$ cat config.mk
export PLATFORM = sky130hd
export DESIGN_NAME = orbit_frame_writer_flat
export DESIGN_NICKNAME = d
export VERILOG_FILES = /design/src/rtl/orbit_frame_writer_if.sv /design/src/rtl/orbit_frame_writer.sv /design/src/flat_wrapper.sv
export SDC_FILE = /design/constraint.sdc
export NUM_CORES = 1
export LEC_CHECK = 0
export CAP_MARGIN = 0
export CELL_PAD_IN_SITES_DETAIL_PLACEMENT = 1
export CELL_PAD_IN_SITES_GLOBAL_PLACEMENT = 2
export CORE_UTILIZATION = 36
export DETAILED_ROUTE_END_ITERATION = 6
export DONT_BUFFER_PORTS = 1
export PLACE_DENSITY = 0.88
export SETUP_SLACK_MARGIN = 0.3
export SYNTH_ARGS = -nofsm -noshare
export SYNTH_HDL_FRONTEND = slang
export SYNTH_SLANG_ARGS = --single-unit
$ cat constraint.sdc
create_clock -name iClkOrb -period 2.1 [get_ports iClkOrb]
set_clock_uncertainty 0.2 [all_clocks]
set_input_delay 0.315 -clock iClkOrb [delete_from_list [all_inputs] [get_ports iClkOrb]]
set_output_delay 0.315 -clock iClkOrb [all_outputs]
set_load 0.02 [all_outputs]
$ cat src/rtl/orbit_frame_writer_if.sv
// Sample input and frame-RAM write bus of the orbit frame writer.
// The sample source drives the master side and the writer is the slave.
interface orbit_frame_writer_if #(
  parameter int ADDR_W = 11,
  parameter int DATA_W = 11
);
  logic [DATA_W-1:0] iData;
  logic              iVal;
  logic [ADDR_W:0]   oWrAddr;
  logic [DATA_W:0]   oWrData;
  logic              oWrEn;

  modport master (
    output iData, iVal,
    input  oWrAddr, oWrData, oWrEn
  );

  modport slave (
    input  iData, iVal,
    output oWrAddr, oWrData, oWrEn
  );
endinterface

$ cat src/rtl/orbit_frame_writer.sv
// Writes telemetry samples into the ping-pong frame bank that the
// serializer is not reading, and tracks drops and short frames.
module orbit_frame_writer #(
  parameter int ADDR_W = 11,
  parameter int DATA_W = 11,
  parameter int CNT_W  = 8
) (
  input  logic                 iClkOrb,
  input  logic                 reset,
  orbit_frame_writer_if.slave  bus,
  input  logic                 iSwitch,
  output logic                 oReady,
  output logic                 oFull,
  output logic                 oFrameStart,
  output logic [CNT_W-1:0]     oDropCnt,
  output logic [CNT_W-1:0]     oShortCnt
);

  typedef enum logic {FILL, DONE} state_t;

  localparam logic [ADDR_W-1:0] LAST = '1;

  state_t            state;
  state_t            state_nx;
  logic              sw_prev;
  logic              sw_edge;
  logic              bank;
  logic              bank_nx;
  logic              wr_bank;
  logic              accept;
  logic              drop_inc;
  logic              short_inc;
  logic [ADDR_W-1:0] idx;
  logic [ADDR_W-1:0] idx_nx;
  logic [ADDR_W-1:0] wr_idx;

  assign sw_edge = iSwitch ^ sw_prev;

  // FSM state register
  always_ff @(posedge iClkOrb) begin
    if (!reset) state <= FILL;
    else        state <= state_nx;
  end

  // Next state, write selection and counter strobes
  always_comb begin
    state_nx  = state;
    bank_nx   = bank;
    idx_nx    = idx;
    wr_bank   = bank;
    wr_idx    = idx;
    accept    = 1'b0;
    drop_inc  = 1'b0;
    short_inc = 1'b0;
    if (sw_edge) begin
      state_nx  = FILL;
      bank_nx   = ~iSwitch;
      wr_bank   = ~iSwitch;
      wr_idx    = '0;
      idx_nx    = '0;
      short_inc = (state == FILL);
      if (bus.iVal) begin
        accept = 1'b1;
        idx_nx = ADDR_W'(1);
      end
    end else if (bus.iVal) begin
      if (state == FILL) begin
        accept = 1'b1;
        if (idx == LAST) state_nx = DONE;
        else             idx_nx   = idx + ADDR_W'(1);
      end else begin
        drop_inc = 1'b1;
      end
    end
  end

  // Datapath registers, registered write port and status outputs
  always_ff @(posedge iClkOrb) begin
    if (!reset) begin
      sw_prev     <= 1'b0;
      bank        <= 1'b1;
      idx         <= '0;
      bus.oWrEn   <= 1'b0;
      bus.oWrAddr <= '0;
      bus.oWrData <= '0;
      oReady      <= 1'b1;
      oFull       <= 1'b0;
      oFrameStart <= 1'b0;
      oDropCnt    <= '0;
      oShortCnt   <= '0;
    end else begin
      sw_prev     <= iSwitch;
      bank        <= bank_nx;
      idx         <= idx_nx;
      bus.oWrEn   <= accept;
      if (accept) begin
        bus.oWrAddr <= {wr_bank, wr_idx};
        bus.oWrData <= {1'b0, bus.iData};
      end
      oReady      <= (state_nx == FILL);
      oFull       <= (state_nx == DONE);
      oFrameStart <= sw_edge;
      if (drop_inc && oDropCnt != '1)
        oDropCnt <= oDropCnt + CNT_W'(1);
      if (short_inc && oShortCnt != '1)
        oShortCnt <= oShortCnt + CNT_W'(1);
    end
  end

endmodule
$ cat src/flat_wrapper.sv
// flat-port wrapper written by rule: the top's interface ports become plain ports
module orbit_frame_writer_flat 
#(
  parameter int ADDR_W = 11,
  parameter int DATA_W = 11,
  parameter int CNT_W  = 8
)
  (iClkOrb, reset, iSwitch, oReady, oFull, oFrameStart, oDropCnt, oShortCnt, bus_iData, bus_iVal, bus_oWrAddr, bus_oWrData, bus_oWrEn);
  orbit_frame_writer_if #(.ADDR_W(ADDR_W), .DATA_W(DATA_W)) bus_i ();
  input  logic iClkOrb;
  input  logic reset;
  input  logic iSwitch;
  output logic oReady;
  output logic oFull;
  output logic oFrameStart;
  output logic [CNT_W-1:0] oDropCnt;
  output logic [CNT_W-1:0] oShortCnt;
  input wire logic [$bits(bus_i.iData)-1:0] bus_iData;
  input wire logic [$bits(bus_i.iVal)-1:0] bus_iVal;
  output wire logic [$bits(bus_i.oWrAddr)-1:0] bus_oWrAddr;
  output wire logic [$bits(bus_i.oWrData)-1:0] bus_oWrData;
  output wire logic [$bits(bus_i.oWrEn)-1:0] bus_oWrEn;
  assign bus_i.iData = bus_iData;
  assign bus_i.iVal = bus_iVal;
  assign bus_oWrAddr = bus_i.oWrAddr;
  assign bus_oWrData = bus_i.oWrData;
  assign bus_oWrEn = bus_i.oWrEn;
  orbit_frame_writer #(.ADDR_W(ADDR_W), .DATA_W(DATA_W), .CNT_W(CNT_W)) u_core (.iClkOrb(iClkOrb), .reset(reset), .bus(bus_i), .iSwitch(iSwitch), .oReady(oReady), .oFull(oFull), .oFrameStart(oFrameStart), .oDropCnt(oDropCnt), .oShortCnt(oShortCnt));
endmodule
==> flow_metrics.env <==
export IMPL_insertion_delay_ns=0.32
export IMPL_r2r_end="u_core.oDropCnt[5]"
export IMPL_rr_worst_depth=4
export IMPL_max_stage_delay_ns=0.46
export IMPL_path_class="flip-flop to flip-flop"
export IMPL_synthArstFlopShare=0
export IMPL_worstPathMaxFanout=5
export IMPL_tns_ns=0
export IMPL_final_hold_viol_count=0
export IMPL_cp_end_kind="flip-flop"
export IMPL_clockBufferDepth=2
export IMPL_powerDensity_mw_per_mm2=711.6
export IMPL_crit_start="u_core.sw_prev"
export IMPL_fp_dieW_um=83.33
export IMPL_avgRoutedWirePerCell_um=16.43
export IMPL_seq_area_frac_synth=0.4708
export IMPL_area_growth_pct=21.81
export IMPL_start_kind="flip-flop"
export IMPL_dp_hpwl_um=4177
export IMPL_worst_slew_pin_slew_ns=0.6055
export IMPL_grt_pass1_wl_um=10320
export IMPL_vias=2082
export IMPL_numCtsBuffers=5
export IMPL_fillers=739
export IMPL_final_cell_area_mm2=0.002900
export IMPL_n_antenna_cell=0
export IMPL_overflow=0
export IMPL_synthesis_nets=299
export IMPL_netlist_instances=281
export IMPL_grtUsageTotal=0.1831
export IMPL_grt_max_degree=24
export IMPL_synth_edf_count=0
export IMPL_h_tree_depth=2
export IMPL_dpl_cell_area_mm2=0.002540
export IMPL_drc=0
export IMPL_postRouteAntennaNets=0
export IMPL_start_util=0.3750
export IMPL_ys_ff_latch=56
export IMPL_drive_gt1_frac=0.1419
export IMPL_die_y_um=83.33
export IMPL_r2r_slack_ns=0.27
export IMPL_hold_start="reset"
export IMPL_finalCriticalPeriod_ns=1.832
export IMPL_fin_crit_sh=0.8724
export IMPL_r2r_start="u_core.sw_prev"
export IMPL_io_pins=59
export IMPL_avgSynthCellArea_um2=8.473
export IMPL_critical_path_required_ns=2.16
export IMPL_p_leak_nw=1.002
export IMPL_tritoncts="built"
export IMPL_clk_pin_slew_ns=0.11
export IMPL_p_total_mw=2.064
export IMPL_cp_slowest_cell="or4_4"
export IMPL_crit_top_cell="or4_4"
export IMPL_final_nets=320
export IMPL_hold_depth=2
export IMPL_synth_cell_type_count=48
export IMPL_first_global_vias=2151
export IMPL_drv_slew=0
export IMPL_clock_sinks=56
export IMPL_critPathTopFamily="simple AND/OR/NAND/NOR gates"
export IMPL_max_freq_mhz=545.9
export IMPL_critPathArrivalTime_ns=1.89
export IMPL_io_buffers=0
export IMPL_hp_class="primary input to flip-flop"
export IMPL_drt_iter0_markers=62
export IMPL_maxCapViolCount=0
export IMPL_vdd_drop_max_uv=356.4
export IMPL_yosys_warnings=0
export IMPL_path_buf_inv=0
export IMPL_whs_endpoint="u_core.idx[5]"
export IMPL_gp_congestion=0.7906
export IMPL_drt_first_pass_iters=4
export IMPL_rsz0062_at_grt="true"
export IMPL_vias_per_cell=5.479
export IMPL_drt_total_wl_um=6243
export IMPL_antenna_found_initial=0
export IMPL_row_count=29
export IMPL_ys_flop_type="dfxtp_1"
export IMPL_status="finished, final reports clean"
export IMPL_syn_cell_area_mm2=0.002381
export IMPL_setup_viol=0
export IMPL_core_area_mm2=0.006350
export IMPL_slew_headroom=0.5948
export IMPL_worstPathCellList="xor2_4 -> or4_4 -> or4_4 -> o21ai_2"
export IMPL_clock_tree_root_cell="clkbuf_8"
export IMPL_die_area_mm2=0.006943
[worst register-to-register path: stages (launching register included)]
cell and delay [ns]:
dfxtp_4 0.40, xor2_4 0.20, or4_4 0.46, or4_4 0.44
o21ai_2 0.07
[metrics by stage]
step	utilization	hold WS [ns]	instances	setup slack, ns
finish	0.4567	0.02108	380	0.2680
global route	0.4567	0.02883	380	0.2492
CTS	0.4508	0.05072	380	0.2597
detailed placement	0.4000	0.1955	356	0.003125
global placement	0.4000	0.1798	356	0.1249
floorplan	-	0.2510	281	0.2717
[synth_stat cells, drive strengths merged (3+ instances only)]
| cell | n | share of area |
|---|---|---|
| nor2 | 15 | 0.024 |
| a21oi | 34 | 0.073 |
| o41ai | 4 | 0.015 |
| buf | 6 | 0.013 |
| mux2i | 5 | 0.021 |
| xnor2 | 3 | 0.019 |
| inv | 7 | 0.011 |
| clkbuf | 8 | 0.013 |
| dfxtp | 56 | 0.47 |
| a211oi | 3 | 0.012 |
| nand4 | 6 | 0.016 |
| nand3 | 24 | 0.053 |
| nand2 | 49 | 0.077 |
| or4 | 4 | 0.014 |
| o21ai | 10 | 0.021 |
| or3 | 6 | 0.016 |
| and4 | 4 | 0.015 |
| nand2b | 5 | 0.013 |
| and3 | 3 | 0.0079 |
| ha | 3 | 0.016 |
| o311ai | 3 | 0.011 |
[layout by cell type (no fill, tap or decap), types with 3 or more instances in the layout]
cell type / Yosys / layout
nand3_1: 23 / 23
o21ai_0: 9 / 8
and3_1: 3 / 3
dlygate4sd3_1: 0 / 15
nor2_1: 15 / 14
dfxtp_1: 56 / 53
o41ai_1: 4 / 4
nand4_1: 6 / 6
inv_1: 7 / 7
or3_1: 6 / 6
mux2i_1: 5 / 5
buf_4: 1 / 12
a21oi_1: 33 / 33
clkbuf_8: 0 / 5
dfxtp_4: 0 / 3
nand2b_1: 5 / 5
nand2_1: 49 / 48
[cell type report]
cell class	count	area (um^2)	area share
sequential	56	1132	0.3904
inverter	7	26.28	0.009060
clock buffer	5	68.82	0.02373
multi-input combinational	204	1270	0.4379
tap	77	96.34	0.03322
clock inverter	3	46.29	0.01596
timing repair buffer	28	260.3	0.08973
[per-layer routing]
metal	wire, um	global-route usage	share of wire
met1	2793	0.2203	0.45
met2	3075	0.3227	0.49
met3	306	0.04473	0.049
met4	68	0.05172	0.011
met5	0	0	0
[logic make-up (layout without fill, tap and decap cells)]
kind of cell	Yosys count	count (layout)	synth area share
muxes	5	5	0.02102
xor gates and xnor gates	4	4	0.02260
other	1	1	0.001575
AOI/OAI and AO/OA	67	67	0.1755
buffers and inverters	21	43	0.03679
adders and majority gates	3	3	0.01577
DFF	56	56	0.4708
and+or+nand+nor	124	124	0.2559
[report_power, final]
group	switching, mW	internal [mW]
Clock	0.379	0.360
Sequential	0.0458	1.09
Combinational	0.110	0.0830
[worst max-delay path by stage]
stage,end,depth (start not counted)
2_1_floorplan,u_core.oDropCnt[5],5
3_3_place_gp,u_core.oDropCnt[6],4
3_5_place_dp,u_core.bus.oWrData[0],4
4_1_cts,u_core.oDropCnt[5],4
5_1_grt,u_core.oDropCnt[5],4
6_report,u_core.oDropCnt[5],4
[sequential cells by signal, indices dropped and copies added, names as in the netlist, 8 cells and up]
| name | count |
|---|---|
| u_core.oShortCnt | 8 |
| u_core.oDropCnt | 8 |
| u_core.idx | 11 |
| u_core.bus.oWrData | 11 |
| u_core.bus.oWrAddr | 12 |
[what timing repair did]
action                                  4_1_cts  5_1_grt
hold buffers                                 15        0
endpoints found under the setup margin       38       22
pin swaps                                     2        2
resized for setup                            12       14
hold endpoints to repair                     23        0
buffers inserted                              1        0
No activity file was read; power rests on OpenSTA's default activity.
